File: src/rtl/cordic_ci_ctrl.sv
// Custom-instruction front end for the free-running CORDIC pipeline: issues theta, tags samples, collects results.
// Latency: EVAL PIPE_LAT+2 cycles; PUSH/STAT/ready POP 1 cycle; POP on empty FIFO waits for the next batch exit.
// Backpressure: PUSH stalls (no done) while queued plus in-flight batch samples fill DEPTH; done waits for clk_en.
//
// Ports:
//   clk, reset      - clock and synchronous active-high reset
//   clk_en, start   - CI enable and request strobe (start honoured only with clk_en in IDLE)
//   n, dataa        - opcode (0 EVAL, 1 PUSH, 2 POP, 3 STAT) and theta operand
//   result, done    - CI result and one-cycle completion pulse
//   theta_out       - registered theta to the pipeline, 0 when nothing is issued
//   pipe_result     - pipeline output, valid PIPE_LAT cycles after the matching theta_out
module cordic_ci_ctrl #(
    parameter int PIPE_LAT = 46,
    parameter int DEPTH    = 8
) (
    input  logic        clk,
    input  logic        reset,
    input  logic        clk_en,
    input  logic        start,
    input  logic [1:0]  n,
    input  logic [31:0] dataa,
    output logic [31:0] result,
    output logic        done,
    output logic [31:0] theta_out,
    input  logic [31:0] pipe_result
);

    localparam int          AW      = $clog2(DEPTH);
    localparam int          CW      = AW + 1;
    localparam logic [CW:0] DEPTH_W = DEPTH[CW:0];
    localparam logic [31:0] QNAN    = 32'h7fc00000;

    localparam logic [1:0] OP_EVAL = 2'd0;
    localparam logic [1:0] OP_PUSH = 2'd1;
    localparam logic [1:0] OP_POP  = 2'd2;
    localparam logic [1:0] OP_STAT = 2'd3;

    typedef enum logic [1:0] {
        IDLE,
        WAIT_EVAL,
        WAIT_SPACE,
        WAIT_POP
    } state_t;

    state_t state_q, state_d;

    // Tag index k travels alongside the sample issued k cycles before the
    // current theta_out, so index PIPE_LAT lines up with pipe_result.
    logic [PIPE_LAT:0] tag_vld_q;
    logic [PIPE_LAT:0] tag_bat_q;

    logic [CW-1:0] inflight_q;
    logic [CW-1:0] fifo_count_q;
    logic [AW-1:0] wr_ptr_q;
    logic [AW-1:0] rd_ptr_q;
    logic [31:0]   mem [DEPTH];
    logic [31:0]   theta_hold_q;
    logic          done_q;

    logic          exit_vld;
    logic          fifo_push;
    logic          eval_exit;
    logic          fifo_empty;
    logic          space;
    logic [31:0]   fifo_head;
    logic [31:0]   stat_val;

    logic          issue;
    logic          issue_batch;
    logic [31:0]   issue_theta;
    logic          cmpl;
    logic [31:0]   cmpl_val;
    logic          fifo_pop;
    logic          latch_theta;

    assign exit_vld   = tag_vld_q[PIPE_LAT];
    assign fifo_push  = exit_vld & tag_bat_q[PIPE_LAT];
    assign eval_exit  = exit_vld & ~tag_bat_q[PIPE_LAT];
    assign fifo_empty = (fifo_count_q == '0);
    assign fifo_head  = mem[rd_ptr_q];
    // A batch exit moves a sample from in-flight to queued, so only a pop frees space.
    assign space      = ({1'b0, fifo_count_q} + {1'b0, inflight_q}) < DEPTH_W;
    assign stat_val   = {{(16-CW){1'b0}}, inflight_q, {(16-CW){1'b0}}, fifo_count_q};

    // done stays pending through clk_en-low cycles and shows on the first enabled one.
    assign done = done_q & clk_en;

    always_comb begin
        state_d     = state_q;
        issue       = 1'b0;
        issue_batch = 1'b0;
        issue_theta = dataa;
        cmpl        = 1'b0;
        cmpl_val    = result;
        fifo_pop    = 1'b0;
        latch_theta = 1'b0;

        case (state_q)
            IDLE: begin
                if (start && clk_en) begin
                    case (n)
                        OP_EVAL: begin
                            issue   = 1'b1;
                            state_d = WAIT_EVAL;
                        end
                        OP_PUSH: begin
                            if (space) begin
                                issue       = 1'b1;
                                issue_batch = 1'b1;
                                cmpl        = 1'b1;
                                cmpl_val    = '0;
                            end else begin
                                latch_theta = 1'b1;
                                state_d     = WAIT_SPACE;
                            end
                        end
                        OP_POP: begin
                            if (!fifo_empty) begin
                                cmpl     = 1'b1;
                                cmpl_val = fifo_head;
                                fifo_pop = 1'b1;
                            end else if (inflight_q != '0) begin
                                state_d = WAIT_POP;
                            end else begin
                                cmpl     = 1'b1;
                                cmpl_val = QNAN;
                            end
                        end
                        default: begin
                            cmpl     = 1'b1;
                            cmpl_val = stat_val;
                        end
                    endcase
                end
            end
            WAIT_EVAL: begin
                if (eval_exit) begin
                    cmpl     = 1'b1;
                    cmpl_val = pipe_result;
                    state_d  = IDLE;
                end
            end
            WAIT_SPACE: begin
                if (space) begin
                    issue       = 1'b1;
                    issue_batch = 1'b1;
                    issue_theta = theta_hold_q;
                    cmpl        = 1'b1;
                    cmpl_val    = '0;
                    state_d     = IDLE;
                end
            end
            WAIT_POP: begin
                if (!fifo_empty) begin
                    cmpl     = 1'b1;
                    cmpl_val = fifo_head;
                    fifo_pop = 1'b1;
                    state_d  = IDLE;
                end
            end
            default: state_d = IDLE;
        endcase
    end

    always_ff @(posedge clk) begin
        if (reset) begin
            state_q      <= IDLE;
            tag_vld_q    <= '0;
            tag_bat_q    <= '0;
            inflight_q   <= '0;
            fifo_count_q <= '0;
            wr_ptr_q     <= '0;
            rd_ptr_q     <= '0;
            theta_hold_q <= '0;
            theta_out    <= '0;
            result       <= '0;
            done_q       <= 1'b0;
        end else begin
            state_q   <= state_d;
            tag_vld_q <= {tag_vld_q[PIPE_LAT-1:0], issue};
            tag_bat_q <= {tag_bat_q[PIPE_LAT-1:0], issue & issue_batch};
            theta_out <= issue ? issue_theta : '0;

            if (latch_theta) begin
                theta_hold_q <= dataa;
            end
            if (cmpl) begin
                result <= cmpl_val;
            end
            done_q <= cmpl | (done_q & ~clk_en);

            if ((issue & issue_batch) && !fifo_push) begin
                inflight_q <= inflight_q + 1'b1;
            end else if (!(issue & issue_batch) && fifo_push) begin
                inflight_q <= inflight_q - 1'b1;
            end

            if (fifo_push && !fifo_pop) begin
                fifo_count_q <= fifo_count_q + 1'b1;
            end else if (!fifo_push && fifo_pop) begin
                fifo_count_q <= fifo_count_q - 1'b1;
            end
            if (fifo_push) begin
                wr_ptr_q <= wr_ptr_q + 1'b1;
            end
            if (fifo_pop) begin
                rd_ptr_q <= rd_ptr_q + 1'b1;
            end
        end
    end

    always_ff @(posedge clk) begin
        if (fifo_push) begin
            mem[wr_ptr_q] <= pipe_result;
        end
    end

endmodule
File: config.mk
export PLATFORM = sky130hd
export DESIGN_NAME = cordic_ci_ctrl
export DESIGN_NICKNAME = d
export VERILOG_FILES = /design/src/rtl/cordic_ci_ctrl.sv
export SDC_FILE = /design/constraint.sdc
export NUM_CORES = 1
export LEC_CHECK = 0
export CORE_ASPECT_RATIO = 1.25
export CORE_MARGIN = 2
export CORE_UTILIZATION = 40
export DETAILED_ROUTE_END_ITERATION = 6
export PLACE_DENSITY = 0.64
export SLEW_MARGIN = 0
export SYNTH_ARGS = -nofsm -noshare
export SYNTH_HDL_FRONTEND = slang
export SYNTH_SLANG_ARGS = --single-unit
export TNS_END_PERCENT = 10
File: constraint.sdc
create_clock -name clk -period 3.7 [get_ports clk]
set_clock_uncertainty 0.05 [all_clocks]
set_input_delay 0.74 -clock clk [delete_from_list [all_inputs] [get_ports clk]]
set_output_delay 0.74 -clock clk [all_outputs]
set_load 0.1 [all_outputs]
==> out/summary.txt <==
Combinational power share: 0.076
R2R Setup Slk: 780 ps
Site Rows: 85
Post-CTS Repair Setup Buffers: 0
Synth Cell Area: 17300 sq um
Flop pwr share: 0.501
Setup TNS: 0 ps
Gr usage total: 0.163
First-pass GRT wire length: 56900 um
Grt ovf: 0
Post_cts resized: 0
Worst-Margin Slew: 1090 ps
Mean routed wirelength per cell: 19.3 um
End-of-flow core utilization: 0.489
Unrepaired setup endpoints after global routing: false
Worst vdd ir: 0.365 mV
Via density: 5.15
GPL Wtd Cong: 0.802
Cell count after synthesis: 1129
Die X-Extent: 190 um
WP data required: 4130 ps
Placed Area: 19400 sq um
Ys Warns: 0
Reg area: 11900 sq um
Total CTS buffers: 45
Share of the synthesized area in the top cell type: 0.444
Reg clk slew, reported paths: 60 ps
Initial DRT Pass Iterations: 6
Clk buf depth: 3
Slowest-stage cell, CP: clkdlybuf4s50_1
Clock sinks: 466
Worst flop-to-flop path endpoint: inflight_q[3]
Syn Area/Cell: 15.3 sq um
Cts hold-fix bufs: 0
CTS tree: built
Root buffer cell: clkbuf_16
Area of the core: 42900 sq um
Buf+Inv Stages, Crit Path: 4
Number of max-cap violations: 0
IO Count: 135
Design area: 21000 sq um
Post-synth top area cell: edfxtp_1
H-tree levels: 2
Power Density: 526 nW/um^2
CP cell instances: clkdlybuf4s50_1, inv_1, ha_1, a41oi_1, nor3_1, inv_1, ha_1, inv_1, ha_1, a21o_1, a21oi_1, xnor2_1, or3_1, a21oi_1
CP max stage delay: 450 ps
Area of the multi-input gates: 5020 sq um
Commonest non-fill, non-tap cell in the layout: edfxtp_1
Detail Route Antenna Nets: 0
Highest-count cells in the layout ignoring fill and taps: 256 x edfxtp_1, 207 x dfxtp_1, 128 x clkdlybuf4s50_1
Status: complete, no violations
Minimum clock period: 2970 ps
Worst flop-to-flop path startpoint: inflight_q[3]
Layout Nets: 1369
Setup WS post-layout: 725 ps
Critical path depth: 14
Slew Viols, Final: 0
CP Class: input pin to flip-flop
NetSw: 2.52 mW
Hold WS: 383 ps
Seq cells post-synth: 466
Number of buffers added on ports: 134
Layout cell share with drive strength beyond 1: 0.183
Rel. slew slack: 0.271
Period utilization: 0.804
CP arrival: 3410 ps
Antenna violations before repair: 3
Netlist cell types: 56
Max FO, Critical Path: 3
Fin. Hold Viols: 0
Die area: 45000 sq um
Pre-CTS setup slack: 167 ps
Crit path to: fifo_count_q[3]
LEAKAGE: 6.87 nW
Initial Util: 0.404
Fillcell total: 3620
Clock power frac: 0.423
DRC violations left: 0
Post-DP HPWL: 21200 um
Worst Reg-to-Reg Cells: 13
Max Freq: 0.336 GHz
Internal power: 8.50 mW
Post-synth EDFFs: 256
Top_reg_cell synth: edfxtp_1
Syn nets: 1220
Critical path launch point type: input pin
Via count: 9686
Async SR Flop Fraction: 0
Final setup vio count: 0
Synthesis-to-layout area growth: 21.0%
Pin count of the biggest net entering global routing: 104
Critical Path Source: n[0]
Clk_lat worst skew: 560 ps
Die height: 237 um
Sw frac: 0.229
Routed WL: 36300 um
Seq/Total Area, Yosys: 0.687
Hold crit path type: flip-flop to flip-flop
Vias in the first global route: 9938
Synth area leaders: edfxtp_1 44%, dfxtp_1 24%, mux4_2 8.3%, nor2b_1 3.6%, o32ai_2 2.8%
DR iter-0 viols: 657
Delay-heaviest family, CP: buffers and inverters
CP endpoint kind: flip-flop
## layer usage
metal	GRT usage	share of wire
met1	0.214	0.43
met3	0.0373	0.061
met4	0.0451	0.020
met2	0.273	0.49
met5	0	0.00055
## per-stage QoR
stage	instances	total power [mW]
after floorplan	1129	6.19
after global placement	1796	6.45
after detailed placement	1796	6.47
after CTS	1880	11.1
after global routing	1881	11.4
final	1881	11.0
## cell type report
type,count,share of cell area
inverter,44,0.00788
clock inverter,28,0.0137
tap,565,0.0337
clock buffer,56,0.0587
timing repair buffer,168,0.0786
multi-input combinational,553,0.240
sequential,466,0.568
antenna,1,0.000119
## worst reg2reg max path, delay by kind of cell, from the launching register on
kind            cells  cell delay [ps]
simple gates        4              750
fa+ha+maj           3              740
compound gates      3              500
flops               1              460
buf+inv             2              270
xor+xnor            1               90
## cells in the mapped netlist, drive strengths merged (2+ instances only)
cell	count
a211o	2
a21o	2
a21oi	61
a221oi	9
a222oi	8
a22o	32
and3	3
buf	22
clkbuf	44
dfxtp	210
edfxtp	256
fa	2
ha	19
inv	44
mux2	17
mux2i	18
mux4	64
nand2	80
nand2b	5
nand3	4
nor2	38
nor2b	101
nor3	9
nor3b	4
nor4	3
o2111a	2
o211ai	2
o21ai	5
o22ai	2
o31ai	2
o32ai	32
or3	2
or4	3
xnor2	5
xor2	4
## registers in the layout, summed over array words and instances, names as in the netlist, named ones only
| name | cells |
|---|---|
| wr_ptr_q | 3 |
| tag_vld_q | 47 |
| mem | 256 |
| theta_hold_q | 32 |
| done_q | 1 |
| fifo_count_q | 4 |
| result | 32 |
| theta_out | 32 |
| state_q | 2 |
| rd_ptr_q | 3 |
| tag_bat_q | 47 |
| inflight_q | 4 |
## how the worst min path moves through the flow
stage                       start       endpoint  depth (start not counted)
global route        tag_vld_q[37]  tag_vld_q[38]                          1
CTS                 tag_bat_q[27]  tag_bat_q[28]                          1
global placement    tag_vld_q[14]  tag_vld_q[15]                          1
finish              tag_vld_q[14]  tag_vld_q[15]                          1
floorplan            tag_bat_q[9]  tag_bat_q[10]                          1
detailed placement  tag_bat_q[35]  tag_bat_q[36]                          1
## power groups by stage
stage | clock, mW | sequential (mW) | combinational [mW]
floorplan | 0 | 5.75 | 0.430
global placement | 0 | 5.64 | 0.817
detailed placement | 0 | 5.64 | 0.833
CTS | 4.77 | 5.52 | 0.835
global route | 4.98 | 5.52 | 0.889
finish | 4.67 | 5.52 | 0.835
## cell families after synthesis
| family | Yosys count | share of synthesized area |
|---|---|---|
| mux | 99 | 0.105 |
| flops | 466 | 0.687 |
| simple gates | 257 | 0.0768 |
| compound gates | 167 | 0.0846 |
| buf+inv | 110 | 0.0265 |
| fa+ha+maj | 21 | 0.0160 |
| xor+xnor | 9 | 0.00455 |
No activity file was read; power rests on OpenSTA's default activity.
